**config.mk**
```make
export PLATFORM = sky130hd
export DESIGN_NAME = fetch_unit
export DESIGN_NICKNAME = d
export VERILOG_FILES = /design/src/rtl/fetch_unit.sv
export SDC_FILE = /design/constraint.sdc
export NUM_CORES = 1
export LEC_CHECK = 0
export ABC_AREA = 0
export BUFFER_PORTS_ARGS = -buffer_cell sky130_fd_sc_hd__buf_2
export CORE_AREA = 4 4 129 131
export CTS_CLUSTER_DIAMETER = 50
export DETAILED_ROUTE_END_ITERATION = 12
export DIE_AREA = 0 0 133 135
export GPL_ROUTABILITY_DRIVEN = 0
export PLACE_DENSITY_LB_ADDON = 0.12
export SYNTH_ARGS = -nofsm -noshare
export SYNTH_HDL_FRONTEND = slang
export SYNTH_SLANG_ARGS = --single-unit
```
**constraint.sdc**
```tcl
create_clock -name clk -period 9.2 [get_ports clk]
set_input_delay 1.38 -clock clk [delete_from_list [all_inputs] [get_ports clk]]
set_output_delay 1.38 -clock clk [all_outputs]
set_load 0.01 [all_outputs]
```
**src/rtl/fetch_unit.sv**
```systemverilog
// Instruction fetch stage: owns the PC, issues word-aligned requests to
// instruction memory, buffers in-order responses in a small FIFO and hands
// {instruction, pc} to decode. A redirect flushes the buffer and marks every
// in-flight response as stale so it is discarded on arrival.
module fetch_unit #(
  parameter logic [31:0] RESET_PC   = 32'h0000_0000,
  parameter int          FIFO_DEPTH = 2
) (
  input  logic        clk,
  input  logic        rst_n,
  output logic        imem_req_valid,
  input  logic        imem_req_ready,
  output logic [31:0] imem_req_addr,
  input  logic        imem_resp_valid,
  input  logic [31:0] imem_resp_data,
  input  logic        redirect_valid,
  input  logic [31:0] redirect_pc,
  output logic        instr_valid,
  input  logic        instr_ready,
  output logic [31:0] instruction,
  output logic [31:0] instr_pc
);

  localparam int PTR_W = $clog2(FIFO_DEPTH);
  localparam int CNT_W = PTR_W + 1;

  typedef enum logic {
    IDLE,
    FETCH
  } state_t;

  state_t           state_q;
  state_t           state_d;

  logic [31:0]      pc_q;
  logic [31:0]      resp_pc_q;
  logic [31:0]      redirect_target;
  logic [CNT_W-1:0] outstanding_q;
  logic [CNT_W-1:0] outstanding_next;
  logic [CNT_W-1:0] drop_cnt_q;
  logic [CNT_W-1:0] fifo_count_q;
  logic [PTR_W-1:0] rd_ptr_q;
  logic [PTR_W-1:0] wr_ptr_q;
  logic [CNT_W:0]   credit_used;

  logic [31:0]      fifo_instr [FIFO_DEPTH];
  logic [31:0]      fifo_pc    [FIFO_DEPTH];

  logic             req_fire;
  logic             resp_dec;
  logic             resp_drop;
  logic             push;
  logic             pop;
  logic             fifo_empty;

  // The two low bits of a redirect target are forced to zero, so they are
  // intentionally not consumed by any logic.
  logic             unused_redirect_lsbs;
  assign unused_redirect_lsbs = ^redirect_pc[1:0];

  assign redirect_target = {redirect_pc[31:2], 2'b00};

  // State register for the IDLE -> FETCH sequencer.
  always_ff @(posedge clk) begin
    if (!rst_n) begin
      state_q <= IDLE;
    end else begin
      state_q <= state_d;
    end
  end

  // Next-state and request issue: a request is only offered when a FIFO slot
  // is guaranteed for its response (buffered plus in-flight, stale included).
  always_comb begin
    state_d        = state_q;
    imem_req_valid = 1'b0;
    credit_used    = {1'b0, fifo_count_q} + {1'b0, outstanding_q};
    case (state_q)
      IDLE: begin
        state_d = FETCH;
      end
      FETCH: begin
        imem_req_valid = !redirect_valid &&
                         (credit_used < (CNT_W+1)'(FIFO_DEPTH));
      end
      default: begin
        state_d = IDLE;
      end
    endcase
  end

  assign imem_req_addr = pc_q;
  assign req_fire      = imem_req_valid && imem_req_ready;

  // Response classification: a response arriving with a redirect is already
  // stale, as is any response while earlier redirects still owe drops.
  always_comb begin
    resp_dec         = imem_resp_valid && (outstanding_q != '0);
    resp_drop        = imem_resp_valid && ((drop_cnt_q != '0) || redirect_valid);
    push             = imem_resp_valid && (drop_cnt_q == '0) && !redirect_valid;
    fifo_empty       = (fifo_count_q == '0);
    instr_valid      = !fifo_empty && !redirect_valid;
    pop              = instr_valid && instr_ready;
    outstanding_next = outstanding_q + CNT_W'(req_fire) - CNT_W'(resp_dec);
  end

  // Decode sees the FIFO head directly; an empty buffer presents zeros.
  always_comb begin
    instruction = '0;
    instr_pc    = '0;
    if (!fifo_empty) begin
      instruction = fifo_instr[rd_ptr_q];
      instr_pc    = fifo_pc[rd_ptr_q];
    end
  end

  // Control state: PC, response PC, credit counters and FIFO pointers.
  always_ff @(posedge clk) begin
    if (!rst_n) begin
      pc_q          <= RESET_PC;
      resp_pc_q     <= RESET_PC;
      outstanding_q <= '0;
      drop_cnt_q    <= '0;
      fifo_count_q  <= '0;
      rd_ptr_q      <= '0;
      wr_ptr_q      <= '0;
    end else begin
      outstanding_q <= outstanding_next;
      if (redirect_valid) begin
        pc_q         <= redirect_target;
        resp_pc_q    <= redirect_target;
        drop_cnt_q   <= outstanding_next;
        fifo_count_q <= '0;
        rd_ptr_q     <= '0;
        wr_ptr_q     <= '0;
      end else begin
        if (req_fire) begin
          pc_q <= pc_q + 32'd4;
        end
        if (resp_drop) begin
          drop_cnt_q <= drop_cnt_q - CNT_W'(1);
        end
        if (push) begin
          wr_ptr_q  <= wr_ptr_q + PTR_W'(1);
          resp_pc_q <= resp_pc_q + 32'd4;
        end
        if (pop) begin
          rd_ptr_q <= rd_ptr_q + PTR_W'(1);
        end
        fifo_count_q <= fifo_count_q + CNT_W'(push) - CNT_W'(pop);
      end
    end
  end

  // FIFO storage: written on every kept response, never reset.
  always_ff @(posedge clk) begin
    if (push && rst_n) begin
      fifo_instr[wr_ptr_q] <= imem_resp_data;
      fifo_pc[wr_ptr_q]    <= resp_pc_q;
    end
  end

  // A response with nothing outstanding means memory broke the protocol.
  assert property (@(posedge clk) disable iff (!rst_n)
                   imem_resp_valid |-> (outstanding_q != '0));

endmodule
```
==> results of run 1 <==
area by class of cell:
| type | instances | area (um^2) | share of cell area |
|---|---|---|---|
| Clock buffer | 20 | 457 | 0.0460 |
| Sequential cell | 194 | 5130 | 0.517 |
| Multi-Input combinational cell | 486 | 3080 | 0.310 |
| Tap cell | 216 | 270 | 0.0272 |
| Timing Repair Buffer | 165 | 836 | 0.0842 |
| Clock inverter | 12 | 100 | 0.0101 |
| Inverter | 14 | 55.1 | 0.00554 |
synthesized netlist by cell type (10+ instances only):
| master | count | area (um^2) |
|---|---|---|
| a21oi_1 | 54 | 270 |
| a31oi_1 | 12 | 75.1 |
| and2_1 | 10 | 62.6 |
| and3_1 | 12 | 75.1 |
| clkbuf_1 | 31 | 116 |
| dfxtp_1 | 70 | 1400 |
| edfxtp_1 | 124 | 3720 |
| inv_1 | 12 | 45.0 |
| mux2i_1 | 66 | 661 |
| nand2_1 | 41 | 154 |
| nand3_1 | 24 | 120 |
| nand4_1 | 25 | 156 |
| nor2_1 | 93 | 349 |
| nor3_1 | 11 | 55.1 |
| o21ai_0 | 37 | 185 |
| xnor2_1 | 15 | 131 |
| xor2_1 | 26 | 228 |
registers in the layout (all words and copies together) (netlist names), named ones only:
| name | flops |
|---|---|
| fifo_count_q | 2 |
| wr_ptr_q | 1 |
| state_q | 1 |
| fifo_instr | 64 |
| rd_ptr_q | 1 |
| outstanding_q | 2 |
| imem_req_addr | 30 |
| resp_pc_q | 30 |
| drop_cnt_q | 2 |
| fifo_pc | 60 |
routing by layer:
metal / part of all wire / wire (um) / global-route usage
met1: 0.44 / 8150 / 0.294
met2: 0.47 / 8660 / 0.320
met3: 0.077 / 1440 / 0.0469
met4: 0.018 / 336 / 0.0704
met5: 0 / 0 / 0
power groups by stage:
stage	combinational [mW]	sequential [mW]	clock (mW)
after floorplan	0.149	1.04	0
after global routing	0.259	1.03	0.737
after detailed placement	0.231	1.05	0
after global placement	0.223	1.04	0
final	0.231	1.03	0.684
after CTS	0.232	1.03	0.698
how the worst min path moves through the flow:
stage / start / end / slack [ps] / depth (start not counted)
after CTS: resp_pc_q[31]$_SDFFE_PN0P_ / fifo_pc[1][31]$_DFFE_PP_ / 490 / 0
after global routing: resp_pc_q[31]$_SDFFE_PN0P_ / fifo_pc[1][31]$_DFFE_PP_ / 520 / 0
after detailed placement: resp_pc_q[31]$_SDFFE_PN0P_ / fifo_pc[1][31]$_DFFE_PP_ / 470 / 0
after global placement: resp_pc_q[31]$_SDFFE_PN0P_ / fifo_pc[0][31]$_DFFE_PP_ / 470 / 0
final: resp_pc_q[31]$_SDFFE_PN0P_ / fifo_pc[1][31]$_DFFE_PP_ / 490 / 0
after floorplan: resp_pc_q[31]$_SDFFE_PN0P_ / fifo_pc[0][31]$_DFFE_PP_ / 430 / 0
cell usage in the layout (no fill, tap or decap), drive strengths merged, types with 2 or more instances in the layout:
cell,count
o311ai,2
or4,2
o21ai,37
nand3,24
a22oi,3
o211ai,2
and2,10
nor4,7
nor4b,2
clkinv,6
ha,7
and4,7
o21a,2
nor3,11
edfxtp,124
nand2,41
dfxtp,70
clkinvlp,2
nor2,93
mux2i,66
and3,12
a21oi,55
inv,18
conb,4
a31oi,12
or3,5
mux2,2
buf,165
xor2,26
xnor2,15
clkbuf,20
nand4,25
critical path: cells and delay by family:
family	cells	cell delay, ps
adder cells (fa/ha/maj)	2	510
XOR/XNOR	1	160
buffers and inverters	3	540
AND/OR/NAND/NOR	4	1530
AO/OA/AOI/OAI	1	140
logic make-up (layout without fill, tap and decap cells):
kind of cell             after synthesis  in the layout  share of synthesized area
other                                  1              4                   0.000446
adder cells (fa/ha/maj)                8              8                     0.0128
buffers and inverters                 53            211                     0.0278
multiplexers                          68             68                     0.0812
AND/OR/NAND/NOR                      244            244                      0.145
flip-flops                           194            194                      0.609
XOR/XNOR                              41             41                     0.0427
AO/OA/AOI/OAI                        121            121                     0.0806
==> results.toml, run 1 <==
[clock_tree]
h-tree-depth = 4
numCtsBuffers = 17
cts.hold.buffers_added = 0
worstSkewPairLatency_ps = 420
cts_repair_resize_count = 0
cts_tree = "yes"
cts_setup_buffers = 0
cts_root_buffer = "clkbuf_16"
cts_buffer_depth = 2
cts_num_sinks = 194
clk_pin_slew_worst_paths_ps = 70

[cells_and_area]
fin_area_um2 = 9930
fin_util = 0.637
drive_gt1_frac = 0.235
instances_no_fill = 1107
areaGrowthSynthToFinish_pct = 18.0
final_nets = 956
fill_cells = 1230
diodes = 0

[timing]
setup_viol_count_final = 0
fin_setup_tns_ps = 0
finalHoldViolCount = 0
maxSlewViolCount = 0
rsz0062_at_grt = "no"
tightest_slew_ps = 1090
fin_skew_ps = 6.95
relSlewSlack = 0.274
fmax_mhz = 254
hold_ws_ps = 486
finalCriticalPeriod_ps = 3930
period_share = 0.427
setup_slack_ps = 5270

[critical_path]
critPathCaptureType = "register"
r2r-end = "drop_cnt_q[1]$_SDFFE_PN0P_"
critical_path.cell_chain = "buf_2 > nor4b_4 > and2_1 > inv_4 > ha_1 > inv_1 > ha_1 > xor2_1 > and2_1 > nor3_1 > o2bb2ai_1"
critPathLaunchType = "primary input"
path_class = "in2reg"
critPathLaunch = "redirect_valid"
endpoint = "drop_cnt_q[1]$_SDFFE_PN0P_"
cp_max_fo = 28
r2r_setup_slack_ps = 5500
arrival_ps = 4290
cp.required_ps = 9560
reg2reg_depth = 12
slowest_stage = "and2_1"
r2r_start = "fifo_count_q[0]$_SDFF_PP0_"
cp_slowest_stage_delay_ps = 640

[drt]
wl_per_cell_um = 16.8
viasPerCell = 5.60
routed_wl_um = 18600
dr.pass1.iters = 5
route.detailed.drc = 0
num_vias = 6195
drt_iter0_drc = 403
ant_nets = 0

[floorplanning]
core_um2 = 15600
io_pins = 168
design.die.area_um2 = 18000
rows = 46
die_w_um = 133
fp.dieH_um = 135
floorplan.initialDensity = 0.539

[place]
portBuffers = 161
post-place-ws_ps = 4880
hpwl_um = 12500
dp_cells = 1075
placed_cell_area_um2 = 9370

[grt]
grt_start_max_net_pins = 67
grt_pass1_vias = 6003
antenna_found_initial = 0
gr-total-overflow = 0
grt_pass1_wl_um = 29900
grt_use_total = 0.208

[power]
pwr-share-comb = 0.119
leakage_nw = 3.67
p_int_mw = 1.44
seqPwrFrac = 0.529
ir_worst_vdd_uv = 137
p_sw_mw = 0.500
power.share.clock = 0.352
p_sw_frac = 0.257
p_total_mw = 1.94
power_density_nw_per_um2 = 196

[run]
drv_cap = 0

[synthesis]
synth_seq_cells = 194
synth-edff-count = 124
synth_cells = 730
yosysWarnings = 0
ys_seq_area_frac = 0.609
synth_area_per_cell_um2 = 11.5
async_reset_ff_frac = 0
ys_types = 53
synthFlopType = "edfxtp_1"
syn_area_um2 = 8410

[min_path]
hold_path_class = "reg2reg"

[status]
status = "complete, no violations"
No activity file was read; power rests on OpenSTA's default activity.
==> inputs of run 2 (changes only) <==
==> constraint.sdc (replaced) <==
create_clock -name clk -period 3.9 [get_ports clk]
set_input_delay 0.585 -clock clk [delete_from_list [all_inputs] [get_ports clk]]
set_output_delay 0.585 -clock clk [all_outputs]
set_load 0.01 [all_outputs]
==> run 2 against run 1 <==
Global-route usage is 0.20 points higher. Largest cell class unchanged. Via count rose by 0.11%. Register-to-register slack lost 4800 ps. Utilization rose by 0.94 points. Clock-buffer cell count rose by 3. Sequential share of layout area is 0.75 points lower.
==> results.toml, run 2 (same netlist as run 1, synthesis figures left out) <==
[status]
status = "complete, no violations"

[grt]
grt_pass1_wl_um = 30200
antenna_found_initial = 0
grt_use_total = 0.210
grt_pass1_vias = 5964
gr-total-overflow = 0
grt_start_max_net_pins = 64

[clock_tree]
worstSkewPairLatency_ps = 430
numCtsBuffers = 17
cts.hold.buffers_added = 0
cts_buffer_depth = 2
cts_tree = "yes"
cts_root_buffer = "clkbuf_16"
h-tree-depth = 4
cts_repair_resize_count = 0
clk_pin_slew_worst_paths_ps = 70
cts_num_sinks = 194
cts_setup_buffers = 0

[timing]
finalCriticalPeriod_ps = 3170
maxSlewViolCount = 0
tightest_slew_ps = 1080
fin_setup_tns_ps = 0
setup_viol_count_final = 0
fin_skew_ps = 7.75
rsz0062_at_grt = "no"
fmax_mhz = 315
finalHoldViolCount = 0
relSlewSlack = 0.278
setup_slack_ps = 730
period_share = 0.813

[power]
leakage_nw = 3.75
ir_worst_vdd_uv = 327
power.share.clock = 0.391
p_int_mw = 3.71
p_sw_frac = 0.241
seqPwrFrac = 0.496
p_sw_mw = 1.18
power_density_nw_per_um2 = 485
pwr-share-comb = 0.113

[drt]
dr.pass1.iters = 4
wl_per_cell_um = 16.9
viasPerCell = 5.59
routed_wl_um = 18800
ant_nets = 0
drt_iter0_drc = 437
route.detailed.drc = 0
num_vias = 6202

[critical_path]
critical_path.cell_chain = "and2_1 > fa_1 > nor4b_4 > and2_1 > inv_4 > ha_1 > inv_1 > ha_1 > xor2_1 > and2_1 > nor3_1 > o2bb2ai_1"
crit_family = "simple AND/OR/NAND/NOR gates"
cp_slowest_stage_delay_ps = 540
cp.buffers_inverters = 2
critPathLaunchType = "register"
arrival_ps = 3520
crit_top_cell = "and2_1"
slowest_stage = "nor4b_4"
path_class = "reg2reg"
cp_max_fo = 17
cp.required_ps = 4250
critPathCaptureType = "register"

[floorplanning]
design.die.area_um2 = 18000
io_pins = 168
floorplan.initialDensity = 0.539
rows = 46
core_um2 = 15600
fp.dieH_um = 135
die_w_um = 133

[cells_and_area]
top_regs = "fifo_instr: 64 flops, fifo_pc: 60 flops"
areaGrowthSynthToFinish_pct = 19.8
final_nets = 959
final_cell_mix = "buf_2 (161), edfxtp_1 (124), nor2_1 (92)"
multi_input_area_um2 = 3100
fin_util = 0.646
regArea_um2 = 5130
fin_area_um2 = 10100
fill_cells = 1210
largest_reg_flops = 64
layout_commonest_cell = "buf_2"
instances_no_fill = 1110
diodes = 0
regMostFlops = "fifo_instr"
drive_gt1_frac = 0.236

[place]
hpwl_um = 12600
portBuffers = 161
post-place-ws_ps = 763
placed_cell_area_um2 = 9410
dp_cells = 1078

[min_path]
hold_path_class = "in2reg"

[run]
drv_cap = 0
## run 2: worst reg2reg max path, delay by kind of cell, from the launching register on
family,cells,cell delay [ps]
buf+inv,2,150
simple gates,5,1330
flops,1,390
compound gates,1,150
xor+xnor,1,150
fa+ha+maj,3,920
## run 2: power groups by stage
| stage | Combinational (mW) | Sequential (mW) | Clock [mW] |
|---|---|---|---|
| after floorplan | 0.355 | 2.45 | 0 |
| after global placement | 0.535 | 2.46 | 0 |
| after detailed placement | 0.550 | 2.47 | 0 |
| after CTS | 0.557 | 2.43 | 1.94 |
| after global routing | 0.620 | 2.44 | 2.03 |
| final | 0.552 | 2.43 | 1.91 |
## run 2: path summary, 6_finish.rpt
check                                                start                          to  slack (ps)  depth (start not counted)
worst max-delay path            fifo_count_q[0]$_SDFF_PP0_  drop_cnt_q[1]$_SDFFE_PN0P_         730                         12
worst min-delay path                     imem_resp_data[9]  fifo_instr[1][9]$_DFFE_PP_         340                          1
worst max register to register  fifo_count_q[0]$_SDFF_PP0_  drop_cnt_q[1]$_SDFFE_PN0P_         730                         12
worst min register to register  resp_pc_q[17]$_SDFFE_PN0P_    fifo_pc[0][17]$_DFFE_PP_         510                          0
## run 2: metal layers
layer	vias to the layer above	track usage	wire, um
met5	-	0	0
met4	0	0.0803	391
met3	34	0.0462	1350
met2	278	0.324	8630
met1	2923	0.293	8390
li1	2967	-	-
## run 2: final cells by class
| cell class | instances | share of cell area |
|---|---|---|
| Tap cell | 216 | 0.0268 |
| Inverter | 14 | 0.00546 |
| Clock buffer | 23 | 0.0529 |
| Timing Repair Buffer | 168 | 0.0852 |
| Clock inverter | 9 | 0.0134 |
| Sequential cell | 194 | 0.509 |
| Multi-Input combinational cell | 486 | 0.307 |
## run 2: per-stage QoR
step,hold WS [ps],power [mW]
global placement,472,2.99
floorplan,434,2.81
detailed placement,483,3.02
finish,345,4.89
CTS,326,4.92
global route,330,5.09
